`src/rtl/reg_scoreboard.sv`:
```
// Register scoreboard: tracks outstanding long-latency writes, stalls dependent issue,
// and merges ALU/LSU writebacks onto one registered register-file write port.
module reg_scoreboard #(
  parameter int MAX_PENDING = 4
) (
  input  logic        clk,
  input  logic        reset,
  input  logic        issue_valid,
  output logic        issue_ready,
  input  logic [4:0]  issue_rs1,
  input  logic [4:0]  issue_rs2,
  input  logic [4:0]  issue_rd,
  input  logic        issue_rd_we,
  input  logic        issue_long,
  input  logic        wb_alu_valid,
  input  logic [4:0]  wb_alu_addr,
  input  logic [31:0] wb_alu_data,
  input  logic        wb_lsu_valid,
  output logic        wb_lsu_ready,
  input  logic [4:0]  wb_lsu_addr,
  input  logic [31:0] wb_lsu_data,
  output logic        rf_write_enable,
  output logic [4:0]  rf_write_addr,
  output logic [31:0] rf_write_data,
  output logic [3:0]  busy_count,
  output logic        wb_error
);

  localparam logic [3:0] MAX_CNT = 4'(MAX_PENDING);

  logic [31:0] busy;
  logic [31:0] busy_next;
  logic [3:0]  count;
  logic [3:0]  count_next;
  logic        error_flag;
  logic        at_max;
  logic        lsu_accept;
  logic        fire;
  logic        set_busy;
  logic        clr_busy;
  logic        error_event;

  // Readiness looks only at registered busy bits, so a result accepted this cycle
  // cannot release a dependent instruction until the following cycle (no bypass).
  always_comb begin
    at_max       = (count == MAX_CNT);
    lsu_accept   = wb_lsu_valid & ~wb_alu_valid;
    wb_lsu_ready = ~wb_alu_valid;
    issue_ready  = reset | ~(busy[issue_rs1] | busy[issue_rs2] |
                             (issue_rd_we & busy[issue_rd]) | (issue_long & at_max));
    fire         = issue_valid & issue_ready;
    set_busy     = fire & issue_rd_we & issue_long & (issue_rd != 5'd0);
    clr_busy     = lsu_accept & busy[wb_lsu_addr];
  end

  always_comb begin
    busy_next = busy;
    if (lsu_accept) busy_next[wb_lsu_addr] = 1'b0;
    if (set_busy)   busy_next[issue_rd]    = 1'b1;
    busy_next[0] = 1'b0;

    count_next = count;
    if (set_busy && !clr_busy && !at_max)
      count_next = count + 4'd1;
    else if (clr_busy && !set_busy && count != 4'd0)
      count_next = count - 4'd1;

    error_event = (lsu_accept && wb_lsu_addr != 5'd0 && !busy[wb_lsu_addr]) ||
                  (wb_alu_valid && busy[wb_alu_addr]) ||
                  (set_busy && !clr_busy && at_max);
  end

  always_ff @(posedge clk) begin
    if (reset) begin
      busy       <= 32'd0;
      count      <= 4'd0;
      error_flag <= 1'b0;
    end else begin
      busy       <= busy_next;
      count      <= count_next;
      error_flag <= error_flag | error_event;
    end
  end

  // ALU has fixed priority; writebacks to x0 are accepted but never enable the port.
  always_ff @(posedge clk) begin
    if (reset) begin
      rf_write_enable <= 1'b0;
      rf_write_addr   <= 5'd0;
      rf_write_data   <= 32'd0;
    end else if (wb_alu_valid) begin
      rf_write_enable <= (wb_alu_addr != 5'd0);
      rf_write_addr   <= wb_alu_addr;
      rf_write_data   <= wb_alu_data;
    end else if (lsu_accept) begin
      rf_write_enable <= (wb_lsu_addr != 5'd0);
      rf_write_addr   <= wb_lsu_addr;
      rf_write_data   <= wb_lsu_data;
    end else begin
      rf_write_enable <= 1'b0;
    end
  end

  assign busy_count = count;
  assign wb_error   = error_flag;

endmodule

```
`config.mk`:
```
export PLATFORM = sky130hd
export DESIGN_NAME = reg_scoreboard
export DESIGN_NICKNAME = d
export VERILOG_FILES = /design/src/rtl/reg_scoreboard.sv
export SDC_FILE = /design/constraint.sdc
export NUM_CORES = 1
export LEC_CHECK = 0
export BUFFER_PORTS_ARGS = -buffer_cell sky130_fd_sc_hd__clkbuf_2
export CAP_MARGIN = 30
export CELL_PAD_IN_SITES_DETAIL_PLACEMENT = 1
export CELL_PAD_IN_SITES_GLOBAL_PLACEMENT = 1
export CORE_UTILIZATION = 30
export CTS_CLUSTER_DIAMETER = 30
export DETAILED_ROUTE_END_ITERATION = 6
export PLACE_DENSITY_LB_ADDON = 0.1
export SLEW_MARGIN = 0
export SYNTH_ARGS = -nofsm -noshare
export SYNTH_HDL_FRONTEND = slang
export SYNTH_SLANG_ARGS = --single-unit
```
`constraint.sdc`:
```
create_clock -name clk -period 3.97 [get_ports clk]
set_input_delay 0 -clock clk [delete_from_list [all_inputs] [get_ports clk]]
set_output_delay 0 -clock clk [all_outputs]
set_load 0.05 [all_outputs]
```
# ---- Word level (Yosys, flattened, before mapping)
# Index checks and enable logic that the tools add are counted.
dict set report classes {
  n_bitwise 18
  mux 24
  order_cmp 7
  n_eq_ne 1
  n_reduce_logical 22
  add_sub_neg 2
}
# op n
set ops {}
lappend ops {{32-bit 2-to-1 mux} 4}
lappend ops {{32-bit bitwise AND} 1}
lappend ops {{32-bit NOT} 1}
lappend ops {{32-bit OR} 1}
lappend ops {{5-bit by 6-bit < comparator with 1-bit output, second input constant} 5}
lappend ops {{1-bit binary-select mux with 5-bit select} 5}
lappend ops {{5-bit nonzero test} 3}
lappend ops {{1-bit demux with 5-bit select} 2}
lappend ops {{5-bit by 1-bit >= comparator with 1-bit output, second input constant} 2}
lappend ops {{1-bit logical AND} 10}
lappend ops {{5-bit 2-to-1 mux} 2}
lappend ops {{1-bit 2-to-1 mux} 9}
lappend ops {{1-bit bitwise AND} 8}
lappend ops {{4-bit 2-to-1 mux} 2}
lappend ops {{1-bit OR} 5}
lappend ops {{4-bit by 1-bit adder with 4-bit output, second input constant} 1}
lappend ops {{4-bit by 3-bit equality test with 1-bit output, second input constant} 1}
lappend ops {{1-bit zero test} 4}
lappend ops {{2-bit nonzero test} 2}
lappend ops {{4-bit nonzero test} 1}
lappend ops {{4-bit by 1-bit subtractor with 4-bit output, second input constant} 1}
lappend ops {{1-bit logical OR} 2}
lappend ops {{1-bit NOT} 2}
dict set report word_totals {
  wordCells 81
  ff_bits 75
  input_bits 96
  output_inout_bits 45
}

# ---- Longest topological paths before layout
# Gate-level depths: netlist of the first run.
dict set report logic_depth {
  depth_word 16
  mapped_depth 14
  depth_no_buf 13
}

# ---- Worst setup path before layout of the first run
# No wires, ideal clock.
dict set report synth_timing {
  kind {register -> register}
  start {register count[0], in the netlist busy_count[0]}
  end {register count[3], in the netlist busy_count[3]}
  period_less_slack_ns 2.975
  setup_time_ns 0.079
  arrival_time_ns 2.896
  n_path_buf 0
  path_stages_with_launch 14
  required_ns 3.891
  slack_ns 0.995
  cell_sequence {dfxtp_1 nor4b_1 a22oi_1 o311ai_1 nor4_1 nor2_1 nor3_4 nand3_1 ha_1 a21o_1 a21o_1 nor3_1 mux2i_1 o211ai_1}
}
dict set report synth_via {
  elab_chain_cells 13
  elab_cells_between_ends 21
  cone_classes {add/sub (2); eq/ne (1); mux (2); bitwise (8); reduce/logical (8)}
}
# item line_no
set synth_lines {}
lappend synth_lines {{start, declared} 33} ;# logic [3:0] count;
lappend synth_lines {{start signal, assigned} 80} ;# count <= count_next;
lappend synth_lines {{4-bit by 3-bit equality test with 1-bit output} 46} ;# at_max = (count == MAX_CNT);
lappend synth_lines {{1-bit bitwise AND} 50} ;# (issue_rd_we & busy[issue_rd]) | (issue_long & at_max));
lappend synth_lines {{1-bit OR} 50}
lappend synth_lines {{1-bit NOT} 49} ;# issue_ready = reset | ~(busy[issue_rs1] | busy[issue_rs2] |
lappend synth_lines {{1-bit OR} 49}
lappend synth_lines {{1-bit bitwise AND} 51} ;# fire = issue_valid & issue_ready;
lappend synth_lines {{1-bit bitwise AND (3 in series)} 52} ;# set_busy = fire & issue_rd_we & issue_long & (issue_rd != 5'd0);
lappend synth_lines {{1-bit zero test} 65} ;# else if (clr_busy && !set_busy && count != 4'd0)
lappend synth_lines {{1-bit logical AND (2 in series)} 65}
lappend synth_lines {{2-bit nonzero test (no line)} --}
# Several ways; a longest one is shown, not always the timed one. The select of a mux whose other input is x is not followed.
# A chain may end at the register's enable or synchronous reset.

# ---- Final worst setup path of the first run
dict set report layout_timing {
  start {register busy[31]}
  end {register count[3], in the netlist busy_count[3]}
}
dict set report layout_via {
  elab_chain_cells 15
  elab_cells_between_ends 27
  cone_classes {mux (9); bitwise (11); reduce/logical (7)}
}
# item line_no
set layout_lines {}
lappend layout_lines {{start, declared} 31} ;# logic [31:0] busy;
lappend layout_lines {{start signal, assigned} 79} ;# busy <= busy_next;
lappend layout_lines {{1-bit binary-select mux with 5-bit select, on equally long branches} {49, 50}}
lappend layout_lines {{1-bit 2-to-1 mux, on equally long branches} {49, 50}}
lappend layout_lines {{1-bit OR / 1-bit bitwise AND (equally long branches)} {49, 50}}
lappend layout_lines {{1-bit OR} 49}
lappend layout_lines {{1-bit OR} 50}
lappend layout_lines {{1-bit NOT} 49}
lappend layout_lines {{1-bit OR} 49}
lappend layout_lines {{1-bit bitwise AND} 51}
lappend layout_lines {{1-bit bitwise AND (3 in series)} 52}
lappend layout_lines {{1-bit zero test} 65}
lappend layout_lines {{1-bit logical AND (2 in series)} 65}
lappend layout_lines {{2-bit nonzero test (no line)} --}
# Several ways; a longest one is shown, not always the timed one. The select of a mux whose other input is x is not followed.

==> results of run 1 <==
power groups by stage:
stage	logic [uW]	clock network, uW	registers [uW]
2_1_floorplan	189	0	903
3_3_place_gp	415	0	808
3_5_place_dp	419	0	809
4_1_cts	448	892	792
5_1_grt	483	919	796
6_report	446	870	792
worst max-delay path: stages, from the launching register on:
cell	delay (ps)
dfxtp_1	420
mux4_1	530
a22oi_1	180
o311ai_1	140
nor4_1	300
nor2_1	160
nor3_4	330
nand3_1	230
ha_1	330
a21o_1	180
a21o_1	210
nor3_1	130
mux2i_1	100
o211ai_1	100
logic make-up (layout without fill, tap and decap cells):
kind of cell,after synthesis,count (layout),synth area share [%]
XOR/XNOR,1,1,0.1806
multiplexers,102,102,28.10
buffers and inverters,53,208,4.489
adder cells (fa/ha/maj),3,3,0.9287
AND/OR/NAND/NOR,177,177,17.44
flip-flops,74,74,30.55
AO/OA/AOI/OAI,138,138,18.32
per-stage QoR:
step	power, uW	instance area, um2
3_5_place_dp	1228	5693
3_3_place_gp	1223	5693
6_report	2108	6352
5_1_grt	2198	6352
2_1_floorplan	1093	4850
4_1_cts	2132	6352
cell type report:
type | count | area (um2)
flip-flops and latches | 74 | 1481
fillers | 1865 | 9475
inverters | 10 | 37.54
well taps | 216 | 270.3
repair buffers | 182 | 1104
multi-input cells | 421 | 3151
clock inverters | 6 | 70.07
clock buffers | 10 | 239.0
sequential cells by signal, summed over array words and instances (netlist names):
register and cells:
rf_write_data 32, busy_count 4, busy 31, wb_error 1
rf_write_enable 1, rf_write_addr 5
routing by layer:
metal | part of all wire (%) | routed length [um]
met1 | 44 | 8217
met2 | 47 | 8835
met3 | 7.3 | 1364
met4 | 1.6 | 299
met5 | 0 | 0
worst min-delay path by stage:
stage | start | to | slack [ps] | cells past startpoint
global route | wb_lsu_data[0] | rf_write_data[0] | 20 | 5
floorplan | wb_alu_addr[3] | rf_write_addr[3] | 140 | 2
detailed placement | wb_alu_data[1] | rf_write_data[1] | 240 | 3
finish | wb_lsu_data[0] | rf_write_data[0] | 6 | 5
CTS | wb_lsu_data[0] | rf_write_data[0] | 5 | 5
global placement | wb_alu_data[16] | rf_write_data[16] | 230 | 3
cell usage in the layout (no fill, tap or decap), types with 6 or more instances in the layout:
master	instances
inv_1	10
nor2_1	88
nor2b_1	6
o21ai_0	19
mux4_2	20
buf_4	7
clkbuf_2	140
nand3_1	9
mux2_2	8
dfxtp_1	74
or3_1	8
a21oi_1	47
dlygate4sd3_1	35
o211ai_1	24
nor3_1	8
o22ai_1	7
nand2_1	27
o31ai_1	16
mux2i_1	69
clkbuf_16	9
==> summary.md, run 1 <==
| Metric | Value |
|---|---|
| Routed wire per std cell | 20.37 um |
| Crit path capture type | register |
| Leak | 0.002710 uW |
| Worst slew pin tran | 742.8 ps |
| Gr busiest metal | met2 |
| Initial Util | 30.64% |
| Unrepaired setup endpoints after global routing | no |
| Average instance area after synthesis | 8.850 um2 |
| Worst setup margin | 547.8 ps |
| Final Hold Fails | 0 |
| Vias in the first global route | 5045 |
| Crit path kind | register to register |
| Die Area | 0.01668 mm2 |
| Switch Pwr | 666.6 uW |
| Width of the die | 129.1 um |
| I/O Pins | 141 |
| Yosys top cell area share | 30.55% |
| Final setup vio count | 0 |
| Worst vdd ir | 0.2054 mV |
| Synth area leader | dfxtp_1 |
| Clk buf depth | 2 |
| Hold-fix buffers, CTS | 35 |
| Count of port buffers added during placement | 140 |
| Number of setup buffers added after CTS | 0 |
| Worst Path Arrival | 3700 ps |
| Pwr Density | 331.9 mW/mm2 |
| Fin util | 40.13% |
| Placer congestion estimate | 0.8822 |
| Post-route DRC | 0 |
| Slew Viols, Final | 0 |
| Max Clock Skew | 4.153 ps |
| Pin count of the biggest net entering global routing | 78 |
| Hold slack | 6.055 ps |
| Fmax | 0.2922 GHz |
| Synth async-reset ratio | 0% |
| Sequential share of the synthesized area | 30.55% |
| Synthesized net count | 647 |
| Synth warn | 0 |
| Dpl hpwl | 13.35 mm |
| Pre-Repair DR Iteration Count | 5 |
| GR Util met3 | 5.615% |
| Global-route wire length before repair | 28.77 mm |
| GR Layer Usage met1 | 30.37% |
| Critical Path Start Type | register |
| Synth area leaders | dfxtp_1, mux2i_1, mux4_2 |
| Number of flops mapped to enable cells by yosys | 0 |
| Nets | 797 |
| Row count | 46 |
| Tmin final | 3422 ps |
| CP max FO | 6 |
| CP startpoint | busy[31] |
| Inst Count DP | 868 |
| Via count | 5087 |
| Pint | 1441 uW |
| Switching portion of total power | 31.62% |
| Initial DRC count | 307 |
| Overall Global Routing Usage | 22.96% |
| Worst skew pair latency | 350 ps |
| Post-route ant nets | 0 |
| FF-to-FF setup slack | 550 ps |
| CTS tree | built |
| GR Layer Usage met2 | 36.78% |
| Max Cap Viol | 0 |
| Hold Path Class | input pin to register |
| Reg-to-Reg End | busy_count[3] |
| Core ar. | 0.01583 mm2 |
| Critical R2R Launch | busy[31] |
| Gates resized, CTS repair | 0 |
| Final period util | 86.20% |
| Post-Route WL | 18.72 mm |
| Reg2reg path depth | 13 |
| Syn Std Cell Area | 0.004850 mm2 |
| TritonCTS Buffers | 9 |
| Layout area overhead | 30.99% |
| Final setup TNS | 0 ps |
| ANT cells | 0 |
| GRT overflow | 0 |
| Mapped Cells | 548 |
| Clk pwr share | 41.3% |
| Most used DFF post-synth | dfxtp_1 |
| Total clock sinks | 74 |
| Non-Filler Instances | 919 |
| Synthesis-stage register bit count | 74 |
| Chip Height | 129.1 um |
| Comb power frac | 21.2% |
| Initial antenna violation count | 0 |
| CP required | 4240 ps |
| Outcome | finished, final reports clean |
| H-tree lvl count | 3 |
| CP Capture Point | busy_count[3] |
| Root Driver | clkbuf_16 |
| Fraction of layout cells with a size suffix above 1 | 28.45% |
| Synth cell types | 58 |
| Vias per inst | 5.535 |
| Slew headroom | 50.48% |
| Most instantiated cells after synthesis | nor2_1, dfxtp_1, mux2i_1 |
| Most common cell in the netlist | nor2_1 |
| Dpl ws | 563.3 ps |
| Clk pin slew, worst setup/hold paths | 70 ps |
| Seq pwr share | 37.6% |
No activity file was read; power rests on OpenSTA's default activity.
==> run 2, diff against run 1 <==
--- a/config.mk
+++ b/config.mk
@@ -10,5 +10,5 @@
 export CELL_PAD_IN_SITES_DETAIL_PLACEMENT = 1
 export CELL_PAD_IN_SITES_GLOBAL_PLACEMENT = 1
-export CORE_UTILIZATION = 30
+export CORE_UTILIZATION = 39
 export CTS_CLUSTER_DIAMETER = 30
 export DETAILED_ROUTE_END_ITERATION = 6
==> constraint.sdc (replaced) <==
create_clock -name clk -period 3.97 [get_ports clk]
set_input_delay 0.5955 -clock clk [delete_from_list [all_inputs] [get_ports clk]]
set_output_delay 0.5955 -clock clk [all_outputs]
set_load 0.05 [all_outputs]
==> run 2 against run 1 <==
  * Flip-flop and latch count stayed put
  * Setup slack worse by 29 ps
  * Maximum frequency fell by 0.85%
  * Clock power up 6.6%
  * Global-route usage rose by 4.3 points
  * Utilization grew 9.6 points
  * Clock skew rose by 3.9 ps
  * Final area is 5.6% lower
  * Critical path type is now input pin to register
  * Power rose by 1.4%
  * First-iteration DRC count grew 22%
  * Count of clock-buffer cells in the layout rose by 3
==> summary.md, run 2 (same netlist as run 1, synthesis figures left out) <==
| Metric | Value |
|---|---|
| Outcome | finished, final reports clean |
| I/O Pins | 141 |
| CP max stage cell | mux4_1 |
| Hold-fix buffers, CTS | 0 |
| Width of the die | 113.5 um |
| ANT cells | 0 |
| Initial antenna violation count | 0 |
| Worst Path Arrival | 3710 ps |
| Row count | 40 |
| Hold Path Class | input pin to register |
| Vias per inst | 5.938 |
| Gates resized, CTS repair | 0 |
| Crit-path cells | clkbuf_2 -> mux4_1 -> a22oi_1 -> o311ai_1 -> nor4_1 -> nor2_1 -> nor3_4 -> nand3_1 -> ha_1 -> a21o_1 -> a21o_1 -> nor3_1 -> mux2i_1 -> o211ai_1 |
| Filler cells | 1432 |
| Initial Util | 40.21% |
| Reg2reg path depth | 13 |
| Tmin final | 3451 ps |
| CP max FO | 9 |
| GR Util met3 | 4.782% |
| Final period util | 86.94% |
| Worst vdd ir | 0.1604 mV |
| Crit path kind | input pin to register |
| Vias in the first global route | 4937 |
| Reg-to-Reg End | busy_count[3] |
| Fraction of layout cells with a size suffix above 1 | 30.10% |
| Slew headroom | 50.69% |
| Largest stage delay on the critical path | 590 ps |
| Largest register by flop count | rf_write_data |
| Post-Route WL | 17.33 mm |
| TritonCTS Buffers | 9 |
| Comb power frac | 19.6% |
| Initial DRC count | 374 |
| Count of port buffers added during placement | 140 |
| Top flop regs | rf_write_data x32, busy x31, rf_write_addr x5 |
| Global-route wire length before repair | 26.94 mm |
| Placer congestion estimate | 0.9078 |
| Critical Path Start Type | input pin |
| H-tree lvl count | 3 |
| Pin count of the biggest net entering global routing | 78 |
| Pint | 1516 uW |
| Clk pwr share | 43.4% |
| Chip Height | 113.5 um |
| Die Area | 0.01288 mm2 |
| Total clock sinks | 74 |
| Max Cap Viol | 0 |
| Leak | 0.002591 uW |
| Max Clock Skew | 8.012 ps |
| Number of flip-flops in the largest register | 32 |
| CTS tree | built |
| Clk buf depth | 2 |
| Switching portion of total power | 29.09% |
| Overall Global Routing Usage | 27.31% |
| Unrepaired setup endpoints after global routing | no |
| Final Hold Fails | 0 |
| Nets | 765 |
| Worst skew pair latency | 330 ps |
| Via count | 4982 |
| Number of setup buffers added after CTS | 0 |
| Switch Pwr | 621.9 uW |
| Worst slew pin tran | 739.6 ps |
| Root Driver | clkbuf_16 |
| Final setup vio count | 0 |
| Fmax | 0.2897 GHz |
| Core ar. | 0.01206 mm2 |
| Pwr Density | 356.6 mW/mm2 |
| Dpl hpwl | 12.51 mm |
| Pre-Repair DR Iteration Count | 5 |
| CP startpoint | issue_rs1[0] |
| Crit path capture type | register |
| Commonest non-fill, non-tap cell in the layout | clkbuf_2 |
| Seq pwr share | 37.1% |
| Post-route cell area | 0.005995 mm2 |
| Post-route ant nets | 0 |
| CP Capture Point | busy_count[3] |
| Placed cell areas | 0.005655 mm2 |
| GRT overflow | 0 |
| Post-route DRC | 0 |
| Clk pin slew, worst setup/hold paths | 70 ps |
| Commonest cells after routing, fill and taps aside | clkbuf_2, nor2_1, dfxtp_1 |
| Slew Viols, Final | 0 |
| GR Layer Usage met1 | 35.58% |
| Most used cell, CP | a21o_1 |
| Gr busiest metal | met2 |
| Critical R2R Launch | busy[30] |
| Layout area overhead | 23.61% |
| CP required | 4230 ps |
| FF-to-FF setup slack | 640 ps |
| Final setup TNS | 0 ps |
| GR Layer Usage met2 | 44.63% |
| Routed wire per std cell | 20.66 um |
run 2: worst min path at each step:
stage	from	to	slack, ps	cells after the start
floorplan	busy[16]	busy[16]	490	2
global placement	wb_error	wb_error	510	2
detailed placement	wb_error	wb_error	520	2
CTS	wb_alu_data[26]	rf_write_data[26]	490	3
global route	wb_alu_data[5]	rf_write_data[5]	500	3
finish	wb_alu_data[5]	rf_write_data[5]	490	3
run 2: power groups by stage:
stage                     sequential [uW]  clock [uW]  combinational, uW
after global placement                807           0                406
after detailed placement              809           0                416
after CTS                             793         942                419
final                                 793         927                418
after global routing                  796         974                450
after floorplan                       903           0                189
run 2: routing by layer:
metal	vias up	wire (um)	part of all wire [%]
met5	-	0	0
met2	210	8227	47
met4	0	562	3.2
met1	2440	7338	42
li1	2294	-	-
met3	38	1203	6.9
run 2: stage by stage:
stage | utilization [%] | setup slack [ps] | hold WS [ps] | std cells | power (uW)
2_1_floorplan | - | 540.6 | 487.4 | 548 | 1093
4_1_cts | 49.70 | 528.1 | 495.0 | 839 | 2154
6_report | 49.70 | 518.5 | 493.9 | 839 | 2137
3_3_place_gp | 46.89 | 321.9 | 507.9 | 823 | 1213
5_1_grt | 49.70 | 267.5 | 503.2 | 839 | 2220
3_5_place_dp | 46.89 | 194.8 | 517.9 | 823 | 1225
run 2: cell type report:
cell class	count	area, um2	share of cell area, %
multi-input cells	421	3151	52.56
flip-flops and latches	74	1481	24.71
repair buffers	150	775.7	12.94
clock buffers	13	270.3	4.508
well taps	168	210.2	3.507
clock inverters	3	68.82	1.148
inverters	10	37.54	0.6262
run 2: worst max-delay path: cells and delay by family:
| family | cells | cell delay (ps) |
|---|---|---|
| compound gates | 5 | 790 |
| fa+ha+maj | 1 | 330 |
| buf+inv | 1 | 240 |
| mux | 2 | 690 |
| simple gates | 5 | 1050 |
